==> src/rtl/mono_video_mapper.sv <==
// ---------------------------------------------------------------------------
// mono_video_mapper
//
// Monochrome video back end for single-bit-per-plane arcade cores. Generates
// a pixel clock-enable from clk_sys, maps an LVL_W-bit level code through a
// runtime-writable luminance palette, applies invert and dim, delay-matches
// blank/sync to the luminance path and counts frames.
//
// Parameters:
//   LVL_W     width of the level code (palette has 2**LVL_W entries)
//   OUT_W     luminance output width
//   DIV       clk_sys cycles per pixel (1..256)
//   PAL_INIT  packed reset palette, entry k at [k*OUT_W +: OUT_W]
//
// Ports:
//   clk_sys                          in   system/video clock (only clock)
//   reset_n                          in   asynchronous active-low reset
//   level_in[LVL_W]                  in   raw level code from the core
//   hblank_in/vblank_in/hs_in/vs_in  in   raw timing from the core
//   pal_wr, pal_addr, pal_data       in   palette write port, any clk_sys edge
//   invert, dim                      in   output modes, sampled at stage 2
//   ce_pix                           out  one-clock pixel enable every DIV clocks
//   luma_out[OUT_W]                  out  mapped luminance (0 during blank)
//   hblank_out/vblank_out/hs_out/vs_out out timing aligned with luma_out
//   frame_cnt[16]                    out  count of vblank_out rising edges
// ---------------------------------------------------------------------------
module mono_video_mapper #(
    parameter int unsigned                  LVL_W    = 2,
    parameter int unsigned                  OUT_W    = 8,
    parameter int unsigned                  DIV      = 8,
    parameter logic [(2**LVL_W)*OUT_W-1:0]  PAL_INIT = {8'hFF, 8'h86, 8'h50, 8'h00}
) (
    input  logic             clk_sys,
    input  logic             reset_n,
    input  logic [LVL_W-1:0] level_in,
    input  logic             hblank_in,
    input  logic             vblank_in,
    input  logic             hs_in,
    input  logic             vs_in,
    input  logic             pal_wr,
    input  logic [LVL_W-1:0] pal_addr,
    input  logic [OUT_W-1:0] pal_data,
    input  logic             invert,
    input  logic             dim,
    output logic             ce_pix,
    output logic [OUT_W-1:0] luma_out,
    output logic             hblank_out,
    output logic             vblank_out,
    output logic             hs_out,
    output logic             vs_out,
    output logic [15:0]      frame_cnt
);

    localparam int unsigned      NUM_ENT  = 2**LVL_W;
    localparam int unsigned      CNT_W    = (DIV > 1) ? $clog2(DIV) : 1;
    localparam logic [CNT_W-1:0] DIV_LAST = CNT_W'(DIV - 1);

    // Pixel divider
    logic [CNT_W-1:0] r_div_cnt;
    logic             r_ce_pix;

    // Stage 1: raw inputs captured on ce_pix
    logic [LVL_W-1:0] r_s1_level;
    logic             r_s1_hblank;
    logic             r_s1_vblank;
    logic             r_s1_hs;
    logic             r_s1_vs;

    // Palette
    logic [OUT_W-1:0] r_pal [NUM_ENT];

    // Stage 2: outputs
    logic [OUT_W-1:0] r_luma;
    logic             r_hblank_out;
    logic             r_vblank_out;
    logic             r_hs_out;
    logic             r_vs_out;
    logic [15:0]      r_frame_cnt;

    // Stage 2 combinational path
    logic [OUT_W-1:0] w_entry;
    logic [OUT_W-1:0] w_inv;
    logic [OUT_W-1:0] w_dim;
    logic [OUT_W-1:0] w_luma_nxt;
    logic             w_frame_rise;

    // ------------------------------------------------------------------
    // Divider: ce_pix is registered from the terminal count, so the first
    // pulse appears on the DIV-th edge after reset and lasts one clock.
    // With DIV=1 the counter sits at 0 and ce_pix stays high.
    // ------------------------------------------------------------------
    always_ff @(posedge clk_sys or negedge reset_n) begin
        if (!reset_n) begin
            r_div_cnt <= '0;
            r_ce_pix  <= 1'b0;
        end else begin
            r_ce_pix <= (r_div_cnt == DIV_LAST);
            if (r_div_cnt == DIV_LAST) begin
                r_div_cnt <= '0;
            end else begin
                r_div_cnt <= r_div_cnt + 1'b1;
            end
        end
    end

    // ------------------------------------------------------------------
    // Stage 1 capture
    // ------------------------------------------------------------------
    always_ff @(posedge clk_sys or negedge reset_n) begin
        if (!reset_n) begin
            r_s1_level  <= '0;
            r_s1_hblank <= 1'b0;
            r_s1_vblank <= 1'b0;
            r_s1_hs     <= 1'b0;
            r_s1_vs     <= 1'b0;
        end else if (r_ce_pix) begin
            r_s1_level  <= level_in;
            r_s1_hblank <= hblank_in;
            r_s1_vblank <= vblank_in;
            r_s1_hs     <= hs_in;
            r_s1_vs     <= vs_in;
        end
    end

    // ------------------------------------------------------------------
    // Palette: written on any edge, independent of ce_pix. A lookup on the
    // same edge reads the pre-write value since both use registered state.
    // ------------------------------------------------------------------
    always_ff @(posedge clk_sys or negedge reset_n) begin
        if (!reset_n) begin
            for (int i = 0; i < NUM_ENT; i++) begin
                r_pal[i] <= PAL_INIT[i*OUT_W +: OUT_W];
            end
        end else if (pal_wr) begin
            r_pal[pal_addr] <= pal_data;
        end
    end

    // ------------------------------------------------------------------
    // Stage 2 mapping: palette, then invert, then dim; blank forces zero
    // so modes never leak into the blanking interval.
    // ------------------------------------------------------------------
    always_comb begin
        w_entry      = r_pal[r_s1_level];
        w_inv        = invert ? ~w_entry : w_entry;
        w_dim        = dim ? (w_inv >> 1) : w_inv;
        w_luma_nxt   = (r_s1_hblank | r_s1_vblank) ? '0 : w_dim;
        // Rising edge of vblank_out as it will be after this ce_pix
        w_frame_rise = r_s1_vblank & ~r_vblank_out;
    end

    always_ff @(posedge clk_sys or negedge reset_n) begin
        if (!reset_n) begin
            r_luma       <= '0;
            r_hblank_out <= 1'b0;
            r_vblank_out <= 1'b0;
            r_hs_out     <= 1'b0;
            r_vs_out     <= 1'b0;
        end else if (r_ce_pix) begin
            r_luma       <= w_luma_nxt;
            r_hblank_out <= r_s1_hblank;
            r_vblank_out <= r_s1_vblank;
            r_hs_out     <= r_s1_hs;
            r_vs_out     <= r_s1_vs;
        end
    end

    // ------------------------------------------------------------------
    // Frame counter, updated on the same edge that vblank_out rises.
    // ------------------------------------------------------------------
    always_ff @(posedge clk_sys or negedge reset_n) begin
        if (!reset_n) begin
            r_frame_cnt <= '0;
        end else if (r_ce_pix && w_frame_rise) begin
            r_frame_cnt <= r_frame_cnt + 16'd1;
        end
    end

    assign ce_pix     = r_ce_pix;
    assign luma_out   = r_luma;
    assign hblank_out = r_hblank_out;
    assign vblank_out = r_vblank_out;
    assign hs_out     = r_hs_out;
    assign vs_out     = r_vs_out;
    assign frame_cnt  = r_frame_cnt;

endmodule

==> config.mk <==
export PLATFORM = sky130hd
export DESIGN_NAME = mono_video_mapper
export DESIGN_NICKNAME = d
export VERILOG_FILES = /design/src/rtl/mono_video_mapper.sv
export SDC_FILE = /design/constraint.sdc
export NUM_CORES = 1
export LEC_CHECK = 0
export CORE_AREA = 2 2 84 86
export CTS_BUF_LIST = sky130_fd_sc_hd__clkbuf_4 sky130_fd_sc_hd__clkbuf_8
export CTS_CLUSTER_SIZE = 10
export DETAILED_ROUTE_END_ITERATION = 10
export DIE_AREA = 0 0 86 88
export DONT_BUFFER_PORTS = 1
export GPL_ROUTABILITY_DRIVEN = 1
export PLACE_DENSITY_LB_ADDON = 0.05
export SLEW_MARGIN = 15
export SYNTH_ARGS = -nofsm -noshare
export SYNTH_HDL_FRONTEND = slang
export SYNTH_SLANG_ARGS = --single-unit
==> constraint.sdc <==
create_clock -name clk_sys -period 3 [get_ports clk_sys]
set_input_delay 0 -clock clk_sys [delete_from_list [all_inputs] [get_ports clk_sys]]
set_output_delay 0 -clock clk_sys [all_outputs]
set_load 0.1 [all_outputs]
# Yosys cells after proc, flatten, opt, wreduce, memory -nomap -nowiden

Cells that the tools add are included.

Output and inout bits: 29
Bits in registers: 70

Mux-type cells: 10
$add $sub $neg: 2
Equality and inequality tests: 1
Bitwise operators: 6
Magnitude comparators: 3
Reductions and logical operators: 2

Operators by type and width:

| cell                    | number |
|---|---|
| $mux W8                 | 6 |
| $bwmux W32              | 1 |
| $add A16 B1 Y16 const B | 1 |
| $bmux W8 S2             | 1 |
| $demux W8 S2            | 1 |
| $not A8 Y8              | 1 |
| $ge A3 B3 Y1 const B    | 2 |
| $not A2 Y3              | 2 |
| $add A3 B1 Y3 const B   | 1 |
| $eq A3 B3 Y1 const B    | 1 |
| $lt A3 B1 Y1 const B    | 1 |
| $mux W3                 | 1 |
| $logic_and A1 B1 Y1     | 2 |
| $and A1 B1 Y1           | 1 |
| $not A1 Y1              | 1 |
| $or A1 B1 Y1            | 1 |

# Depth between registers and ports, before layout

Gate-level depths: netlist of the first run.

Depth in word-level cells: 8
Depth in mapped cells: 6

# Worst setup path before layout of the first run

OpenSTA, ideal clock, no wires.

Path kind: reg-to-reg
Start: register r_frame_cnt[3] (netlist: frame_cnt[3])
End: register r_frame_cnt[15] (netlist: frame_cnt[15])
Period minus slack after synthesis: 2,210 ps
Arrival: 2,052 ps
Cell stages (with the launch flop): 5
Path slack: 790 ps
Path buffers: 0
Cells stage by stage: dfrtp_1 -> nand4_1 -> nor4_2 -> nand4_1 -> xnor2_1

Longest elaborated chain between the ends: 1

Ends and longest elaborated chain:

| item                   | line | RTL |
|---|---|---|
| start, declared        | 78   | `logic [15:0] r_frame_cnt;` |
| start signal, assigned | 175  | `r_frame_cnt <= r_frame_cnt + 16'd1;` |
| $add A16 B1 Y16        | 175  |  |

Every way passes these cells.
A chain may end at the register's enable or synchronous reset.

# Worst setup path in the final report of the first run

Start: register r_s1_level[0]
End: register r_luma[7] (netlist: luma_out[7])

Longest elaborated chain between the ends: 8

Ends and longest elaborated chain:

| item                                            | line | RTL |
|---|---|---|
| start, declared                                 | 63   | `logic [LVL_W-1:0] r_s1_level;` |
| start signal, assigned                          | 117  | `r_s1_level <= level_in;` |
| $not A2 Y3 (not written as such) (*)            | 144  | `w_entry = r_pal[r_s1_level];` |
| $bmux W8 S2 (*)                                 | 144  |  |
| $mux W8 (not written as such) (*) (2 in series) | 144  |  |
| $not A8 Y8                                      | 145  | `w_inv = invert ? ~w_entry : w_entry;` |
| $mux W8 (*)                                     | 145  |  |
| $mux W8 (*)                                     | 146  | `w_dim = dim ? (w_inv >> 1) : w_inv;` |
| $mux W8 (*)                                     | 147  | `w_luma_nxt = (r_s1_hblank \| r_s1_vblank) ? '0 : w_dim;` |
| end signal, assigned                            | 160  | `r_luma <= w_luma_nxt;` |
| end, declared                                   | 73   | `logic [OUT_W-1:0] r_luma;` |

Every way passes the cells marked *; elsewhere a longest branch is shown, timed or not. The select of a mux whose other input is x is not followed.

==> impl_metrics.yaml, run 1 <==
route:
  drc: 0
  drt_wl_total_mm: 6.33
  firstDrtPassIters: 4
  via_count: 1888
  post_drt_via_cell_ratio: 5.46
  post_drt_wl_per_cell_um: 18.3
  drt_iter0_drc: 86
  antenna_left: 0
critical_path:
  worstSetupStartpointType: "register"
  r2r-start: "r_s1_level[0]$_DFFE_PN0P_"
  endpoint_kind: "register"
  required_ps: 3230
  crit_fanout: 18
  r2r_setup_slack_ps: 870
  path_class: "reg -> reg"
  r2r-end: "luma_out[7]$_DFFE_PN0P_"
  r2r_cells: 4
  arrival_ps: 2350
timing:
  fmax_ghz: 0.470
  rsz0062_at_grt: "false"
  hold_viol: 0
  maxSlewHeadroom: 0.361
  setup_viol: 0
  worstMarginPinSlew_ps: 959
  maxSlewViolCount: 0
  finalCriticalPeriod_ps: 2130
  post-route-period-util: 0.709
  fin_skew_ps: 11.0
  timing.setup.tns_ps: 0
cts:
  clockBufferDepth: 2
  numClockSinks: 70
  root_buffer: "clkbuf_8"
  cts_max_level: 3
  clock_latency_ps: 350
  post_cts_resize_count: 0
  numCtsBuffers: 9
  clkTransAtPathRegs_ps: 80
  cts_tree: "built"
die:
  rows: 30
  die_area_um2: 7570
  coreArea_um2: 6640
  die_y_um: 88
  io_pins: 50
  dieWidth_um: 86
  initial_core_util: 0.484
logic_synthesis:
  synthCells: 221
  synth_area_um2: 3220
  synth_fp_nets: 245
  yosysWarnings: 0
  ys_seq_elements: 70
  synth-seq-area-share: 0.549
  syn_avg_cell_area_um2: 14.6
  synth_cell_types: 28
placement:
  place_hpwl_mm: 4.23
  dpl.cell_count: 312
  gp_congestion: 0.761
  portBuffers: 0
layout:
  antennaDiodeCount: 0
  fin_cells: 346
  synthToLayoutAreaGrowth_pct: 18.9
  layout-drive-gt1-share: 0.372
  finalNetCount: 285
pwr:
  power_density_nw_per_um2: 650
  vdd_drop_max_mv: 0.333
  power_leakage_nw: 1.69
global_route:
  overflow: 0
  grt_max_degree: 71
  grt_pass1_vias: 2039
  grt_usage: 0.184
  antenna_found_initial: 0
  grt_pass1_wl_mm: 10.4
min_path:
  worst_hold_path.endpoint: "r_pal[24]$_DFFE_PN0P_"
  hold_class: "in -> reg"
  min-delay-start: "pal_addr[0]"
  min_path_cells: 2
outcome:
  status: "finished, final reports clean"
job:
  cap_violations: 0
where the power goes:
group          switching (W)  total [W]  internal (W)
combinational       0.000189   0.000387      0.000199
clock               0.000355   0.000856      0.000502
sequential          0.000171    0.00124       0.00107
total               0.000714    0.00249       0.00177
worst max-delay path, stage by stage (launching register included):
cell and delay [ps]:
dfrtp_1 890, mux4_1 660, xnor2_1 150, nor4_1 60, mux2_2 260
synth_stat cells:
| cell | number | area (um2) |
|---|---|---|
| nand4b_1 | 1 | 8.76 |
| buf_2 | 2 | 10.0 |
| nand3_1 | 4 | 20.0 |
| buf_6 | 1 | 11.3 |
| and4_1 | 1 | 8.76 |
| inv_1 | 10 | 37.5 |
| clkbuf_1 | 3 | 11.3 |
| mux2_2 | 43 | 484 |
| nand3b_1 | 2 | 15.0 |
| mux2i_1 | 13 | 130 |
| dfrtp_1 | 57 | 1430 |
| mux4_1 | 7 | 184 |
| xor2_1 | 11 | 96.3 |
| buf_12 | 1 | 20.0 |
| o22ai_1 | 7 | 43.8 |
| nand2_1 | 9 | 33.8 |
| xnor2_1 | 12 | 105 |
| nor4_1 | 2 | 12.5 |
| nand4_1 | 4 | 25.0 |
| nor4_2 | 1 | 12.5 |
| nor2_1 | 6 | 22.5 |
| ha_1 | 3 | 37.5 |
| mux4_2 | 4 | 90.1 |
| or2_2 | 1 | 6.26 |
| dfstp_2 | 13 | 342 |
| o21ai_0 | 1 | 5.00 |
| nor2b_1 | 1 | 6.26 |
| nor3b_2 | 1 | 12.5 |
stage by stage:
stage | hold WS, ps | util | cell area [um2] | worst slack (ps) | power (W)
3_3_place_gp | -294 | 0.512 | 3400 | 888 | 0.00159
4_1_cts | 21.3 | 0.576 | 3830 | 833 | 0.00251
5_1_grt | 28.9 | 0.576 | 3830 | 704 | 0.00260
3_5_place_dp | -294 | 0.512 | 3400 | 844 | 0.00161
2_1_floorplan | -296 | - | 3220 | 790 | 0.00153
6_report | 30.6 | 0.576 | 3830 | 873 | 0.00249
layout make-up:
class / count / area, um2
Fill cell: 537 / 2820
Inverter: 10 / 37.5
Clock inverter: 5 / 82.6
Tap cell: 80 / 100
Sequential cell: 70 / 1770
Timing Repair Buffer: 36 / 333
Clock buffer: 11 / 145
Multi-Input combinational cell: 134 / 1360
metal layers:
layer	part of all wire	up-vias	track usage
met2	0.48	48	0.288
met5	0	-	0
met1	0.46	955	0.246
met3	0.045	10	0.0424
li1	-	875	-
met4	0.019	0	0.0866
sequential cells by signal (all words and copies together), names as in the netlist, 2 cells and up:
name        count
frame_cnt      16
luma_out        8
r_div_cnt       3
r_pal          32
r_s1_level      2
cell families (layout without fill, tap and decap cells):
family,after synthesis,in the layout,synth area share
compound gates,8,8,0.0152
xor+xnor,23,23,0.0626
fa+ha+maj,3,3,0.0117
buf+inv,17,62,0.0280
flops,70,70,0.549
mux,67,67,0.276
simple gates,33,33,0.0572
worst max-delay path by stage:
| stage | depth (start not counted) | to | start | slack (ps) |
|---|---|---|---|---|
| 2_1_floorplan | 4 | frame_cnt[15]$_DFFE_PN0P_ | frame_cnt[3]$_DFFE_PN0P_ | 790 |
| 3_3_place_gp | 4 | luma_out[7]$_DFFE_PN0P_ | r_s1_level[0]$_DFFE_PN0P_ | 890 |
| 3_5_place_dp | 4 | luma_out[7]$_DFFE_PN0P_ | r_s1_level[0]$_DFFE_PN0P_ | 840 |
| 4_1_cts | 4 | luma_out[7]$_DFFE_PN0P_ | r_s1_level[0]$_DFFE_PN0P_ | 830 |
| 5_1_grt | 4 | luma_out[7]$_DFFE_PN0P_ | r_s1_level[0]$_DFFE_PN0P_ | 700 |
| 6_report | 4 | luma_out[7]$_DFFE_PN0P_ | r_s1_level[0]$_DFFE_PN0P_ | 870 |
placed cells by master, fill, tap and decap left out, drive strengths merged:
cell type    count
mux4            11
ha               3
mux2            43
clkbuf          11
nand4            4
xnor2           12
or2              1
xor2            11
and4             1
nand3b           2
nor3b            1
nand4b           1
nor2b            1
bufinv           2
clkinv           3
dfstp           13
nand2            9
dlygate4sd3     17
nor2             6
buf             19
inv             10
o21ai            1
nor4             3
nand3            4
dfrtp           57
o22ai            7
mux2i           13
what timing repair did:
item                                    CTS  global route
endpoints found under the setup margin    0             0
hold buffers                             18             0
setup buffers                             0             0
hold endpoints to repair                116             0
Power figures use the tool's default switching activity.
==> run 2, diff against run 1 <==
ABC_AREA = 1   (was default)
clock period = 2 ns   (was 3 ns; I/O delays follow)
==> impl_metrics.yaml, run 2 <==
outcome:
  status: "finished, final reports clean"
cts:
  post_cts_resize_count: 0
  cts_tree: "built"
  cts_max_level: 3
  numCtsBuffers: 9
  clockBufferDepth: 2
  post_cts.repair.setup_buffers: 0
  clock_latency_ps: 340
  clkTransAtPathRegs_ps: 70
  ctsHoldBuffers: 19
  root_buffer: "clkbuf_8"
  numClockSinks: 70
layout:
  antennaDiodeCount: 0
  nFillCells: 612
  synthToLayoutAreaGrowth_pct: 22.5
  fin_cells: 517
  final_cell_area_um2: 3920
  finalNetCount: 456
  fin_util: 0.590
  layout_commonest_cell: "nand2_1"
  largest_reg_flops: 32
  final_cell_mix: "nand2_1, dfrtp_1, nand3_1"
  layout-drive-gt1-share: 0.162
  regMostFlops: "r_pal"
route:
  drt_iter0_drc: 158
  drc: 0
  antenna_left: 0
  drt_wl_total_mm: 6.98
  post_drt_via_cell_ratio: 5.04
  via_count: 2604
  post_drt_wl_per_cell_um: 13.5
  firstDrtPassIters: 4
pwr:
  power_leakage_nw: 2.03
  vdd_drop_max_mv: 0.518
  power_density_nw_per_um2: 886
placement:
  dpl_cell_area_um2: 3490
  gp_congestion: 0.820
  dpl.cell_count: 482
  place_hpwl_mm: 4.60
  portBuffers: 0
logic_synthesis:
  synth_fp_nets: 406
  synth_cell_types: 22
  yosysWarnings: 0
  yosys.cell_count.top_type: "nand2_1"
  synth_top_area_frac: 0.445
  synthTopCellsByCount: "nand2_1, dfrtp_1, nand3_1"
  synth_area_um2: 3200
  ys.flop_type: "dfrtp_1"
  syn_avg_cell_area_um2: 8.38
  synth-edff-count: 0
  synth-seq-area-share: 0.552
  synthCells: 382
  synth_top_area_cell: "dfrtp_1"
  ys_seq_elements: 70
  async_reset_ff_frac: 1.00
  synth_area_leaders: "dfrtp_1, nand2_1, dfstp_2"
die:
  dieWidth_um: 86
  initial_core_util: 0.482
  rows: 30
  io_pins: 50
  die_area_um2: 7570
  coreArea_um2: 6640
  die_y_um: 88
critical_path:
  cp_slowest_cell: "dlygate4sd3_1"
  path_class: "reg -> reg"
  max_stage_delay_ps: 550
  cp_cell_sequence: "clkinv_1 > nand3_1 > nand2_1 > nand2_1 > nand3_1 > dlygate4sd3_1 > nand3_1 > nand2_1"
  arrival_ps: 2100
  required_ps: 2230
  crit_fanout: 9
  endpoint_kind: "register"
  worstSetupStartpointType: "register"
timing:
  maxSlewViolCount: 0
  post-route-period-util: 0.934
  fmax_ghz: 0.536
  maxSlewHeadroom: 0.569
  setup_viol: 0
  hold_viol: 0
  rsz0062_at_grt: "false"
  timing.setup.tns_ps: 0
  finalCriticalPeriod_ps: 1870
  worstMarginPinSlew_ps: 645
  fin_skew_ps: 12.4
global_route:
  grt_max_degree: 71
  grt_pass1_wl_mm: 11.5
  antenna_found_initial: 0
  grt_pass1_vias: 2334
  grt_usage: 0.198
  overflow: 0
job:
  cap_violations: 0
min_path:
  hold_class: "in -> reg"
==> run 2: cell count changes after synthesis, sizes merged, moves of 3 or more <==
cell / delta
nand2: +135
inv: +23
mux2i: -13
mux2: -43
xnor2: -9
nand3: +51
nor2: +7
clkbuf: +4
o22ai: -7
xor2: -3
nor4: -3
o21ai: +34
mux4: -11
==> run 2: logic make-up after synthesis <==
kind of cell	Yosys count	share of synthesized area
simple gates	218	0.297
flops	70	0.552
buf+inv	45	0.0543
compound gates	35	0.0547
xor+xnor	11	0.0301
fa+ha+maj	3	0.0117
==> run 2: worst paths after layout <==
| check | start | endpoint | slack (ps) | cells past startpoint |
|---|---|---|---|---|
| worst min-delay path | invert | luma_out[3]$_DFFE_PN0P_ | 60 | 4 |
| worst max register to register | r_s1_level[1]$_DFFE_PN0P_ | luma_out[0]$_DFFE_PN0P_ | 130 | 8 |
| max in group asynchronous | reset_n | r_pal[22]$_DFFE_PN1P_ | 1440 | 2 |
| worst min register to register | r_div_cnt[0]$_DFF_PN0_ | r_div_cnt[0]$_DFF_PN0_ | 420 | 1 |
| min in group asynchronous | reset_n | r_pal[31]$_DFFE_PN0P_ | 220 | 2 |
| worst max-delay path | r_s1_level[1]$_DFFE_PN0P_ | luma_out[0]$_DFFE_PN0P_ | 130 | 8 |
==> run 2: layout make-up <==
class                      count  area (um2)  area share
multi-input combinational    267        1260       0.321
clock buffer                   9         124      0.0316
inverter                      34         128      0.0325
sequential                    70        1770       0.452
timing repair buffer          50         440       0.112
clock inverter                 7        98.8      0.0252
tap                           80         100      0.0255
==> run 2: per-stage QoR <==
step | total power (W) | setup slack [ps] | hold WS (ps)
finish | 0.00347 | 133 | 61.4
detailed placement | 0.00218 | 455 | -293
global placement | 0.00217 | 479 | -294
CTS | 0.00351 | 111 | 44.1
global route | 0.00365 | 18.8 | 94.2
floorplan | 0.00207 | 80.7 | -296
==> run 2: critical path: cells and delay by family, from the launching register on <==
kind	cells	cell delay (ps)
AND/OR/NAND/NOR	6	580
buffers and inverters	2	830
flip-flops	1	350
==> run 2: routing by layer <==
metal  GRT usage  vias up  share of wire
met5           0        -              0
met2       0.283       61           0.43
li1            -     1318              -
met3      0.0443        7          0.062
met4      0.0779        0         0.0096
met1       0.293     1218           0.49
==> run 2: report_power, final <==
| group | leakage, nW | switching, W | total [W] | internal, W |
|---|---|---|---|---|
| combinational | 1.05 | 0.000395 | 0.000560 | 0.000165 |
| sequential | 0.866 | 0.0000762 | 0.00166 | 0.00158 |
| clock | 0.109 | 0.000550 | 0.00126 | 0.000706 |
| total | 2.03 | 0.00102 | 0.00347 | 0.00245 |
==> run 3, diff against run 2 <==
clock period = 2.1 ns   (was 2 ns; I/O delays follow)
==> impl_metrics.yaml, run 3 (synthesized netlist as in run 2, its figures left out) <==
outcome:
  status: "finished, final reports clean"
die:
  coreArea_um2: 6640
  die_y_um: 88
  initial_core_util: 0.482
  io_pins: 50
  die_area_um2: 7570
  rows: 30
  dieWidth_um: 86
route:
  post_drt_via_cell_ratio: 5.09
  via_count: 2634
  drt_wl_total_mm: 6.98
  firstDrtPassIters: 4
  drc: 0
  post_drt_wl_per_cell_um: 13.5
  antenna_left: 0
  drt_iter0_drc: 146
critical_path:
  crit_fanout: 9
  endpoint: "luma_out[1]$_DFFE_PN0P_"
  path_class: "reg -> reg"
  cp_cell_sequence: "nand2_1 > nor2_1 > nand2_1 > dlygate4sd3_1 > nand3_1"
  cp_slowest_cell: "dlygate4sd3_1"
  max_stage_delay_ps: 560
  arrival_ps: 2130
  r2r_setup_slack_ps: 250
  required_ps: 2380
  r2r-start: "ce_pix$_DFF_PN0_"
  crit_top_cell: "nand2_1"
  r2r_cells: 5
  crit_start: "ce_pix$_DFF_PN0_"
  worstSetupStartpointType: "register"
  r2r-end: "luma_out[1]$_DFFE_PN0P_"
  endpoint_kind: "register"
job:
  cap_violations: 0
pwr:
  p_sw_w: 0.000982
  power_leakage_nw: 2.03
  pwr-share-clk: 0.386
  power_density_nw_per_um2: 871
  p_seq_frac: 0.459
  p_int_w: 0.00245
  vdd_drop_max_mv: 0.490
  power_frac_comb: 0.155
  sw_frac_of_total: 0.286
cts:
  clockBufferDepth: 2
  numClockSinks: 70
  root_buffer: "clkbuf_8"
  clock_latency_ps: 340
  cts_tree: "built"
  post_cts.repair.setup_buffers: 0
  cts_max_level: 3
  clkTransAtPathRegs_ps: 80
  numCtsBuffers: 9
global_route:
  antenna_found_initial: 0
  grt_pass1_vias: 2382
  grt_usage: 0.195
  overflow: 0
  grt_max_degree: 71
  grt_pass1_wl_mm: 11.4
layout:
  fin_cells: 517
  final_cell_mix: "nand2_1, dfrtp_1, nand3_1"
  final_cell_area_um2: 3940
  finalNetCount: 456
  layout_commonest_cell: "nand2_1"
  synthToLayoutAreaGrowth_pct: 23.1
  layout-drive-gt1-share: 0.160
  antennaDiodeCount: 0
  largest_reg_flops: 32
  regMostFlops: "r_pal"
timing:
  post-route-period-util: 0.883
  maxSlewHeadroom: 0.572
  timing.setup.tns_ps: 0
  fmax_ghz: 0.540
  fin_skew_ps: 8.62
  finalCriticalPeriod_ps: 1850
  rsz0062_at_grt: "false"
  setup_viol: 0
  hold_viol: 0
  worstMarginPinSlew_ps: 641
  maxSlewViolCount: 0
placement:
  portBuffers: 0
  gp_congestion: 0.812
  place_hpwl_mm: 4.65
  dpl.cell_count: 482
  dpl_cell_area_um2: 3490
min_path:
  hold_class: "in -> reg"
## run 3: final cells by class
| type | count | area [um2] |
|---|---|---|
| clock buffer | 9 | 124 |
| sequential | 70 | 1770 |
| inverter | 34 | 128 |
| timing repair buffer | 50 | 440 |
| multi-input combinational | 267 | 1260 |
| tap | 80 | 100 |
| fill | 612 | 2700 |
| clock inverter | 7 | 121 |
## run 3: what timing repair did
item / CTS / global route
gates resized for setup: 0 / 0
hold buffers: 19 / 0
hold endpoints to repair: 116 / 0
## run 3: worst min path at each step
stage	from	to	depth (start not counted)
after floorplan	reset_n	ce_pix$_DFF_PN0_	0
after global placement	reset_n	luma_out[1]$_DFFE_PN0P_	0
after detailed placement	reset_n	r_pal[23]$_DFFE_PN0P_	0
after CTS	invert	luma_out[3]$_DFFE_PN0P_	4
after global routing	invert	luma_out[3]$_DFFE_PN0P_	4
final	invert	luma_out[3]$_DFFE_PN0P_	4
## run 3: worst max-delay path: cells and delay by family, from the launching register on
kind | cells | cell delay, ps
and+or+nand+nor | 4 | 710
buffers and inverters | 1 | 560
DFF | 1 | 510
## run 3: power by group through the flow
stage / logic, W / registers, W / clock network (W)
after CTS: 0.000537 / 0.00158 / 0.00136
final: 0.000532 / 0.00158 / 0.00133
after global routing: 0.000590 / 0.00159 / 0.00141
after global placement: 0.000467 / 0.00160 / 0
after floorplan: 0.000212 / 0.00176 / 0
after detailed placement: 0.000472 / 0.00160 / 0
## run 3: through the flow
| stage | total power, W | util | setup WS (ps) | hold WS, ps |
|---|---|---|---|---|
| 6_report | 0.00343 | 0.593 | 246 | 46.6 |
| 5_1_grt | 0.00359 | 0.593 | 118 | 78.5 |
| 4_1_cts | 0.00347 | 0.593 | 239 | 42.5 |
| 3_5_place_dp | 0.00207 | 0.525 | 555 | -293 |
| 3_3_place_gp | 0.00207 | 0.525 | 582 | -293 |
| 2_1_floorplan | 0.00197 | - | 4.28 | -296 |
## run 3: layer usage
layer | routed length, um | global-route usage | part of all wire | vias up
met2 | 3030 | 0.292 | 0.43 | 53
met1 | 3490 | 0.278 | 0.50 | 1250
met5 | 0 | 0 | 0 | -
met3 | 358 | 0.0452 | 0.051 | 10
li1 | - | - | - | 1321
met4 | 107 | 0.0736 | 0.015 | 0
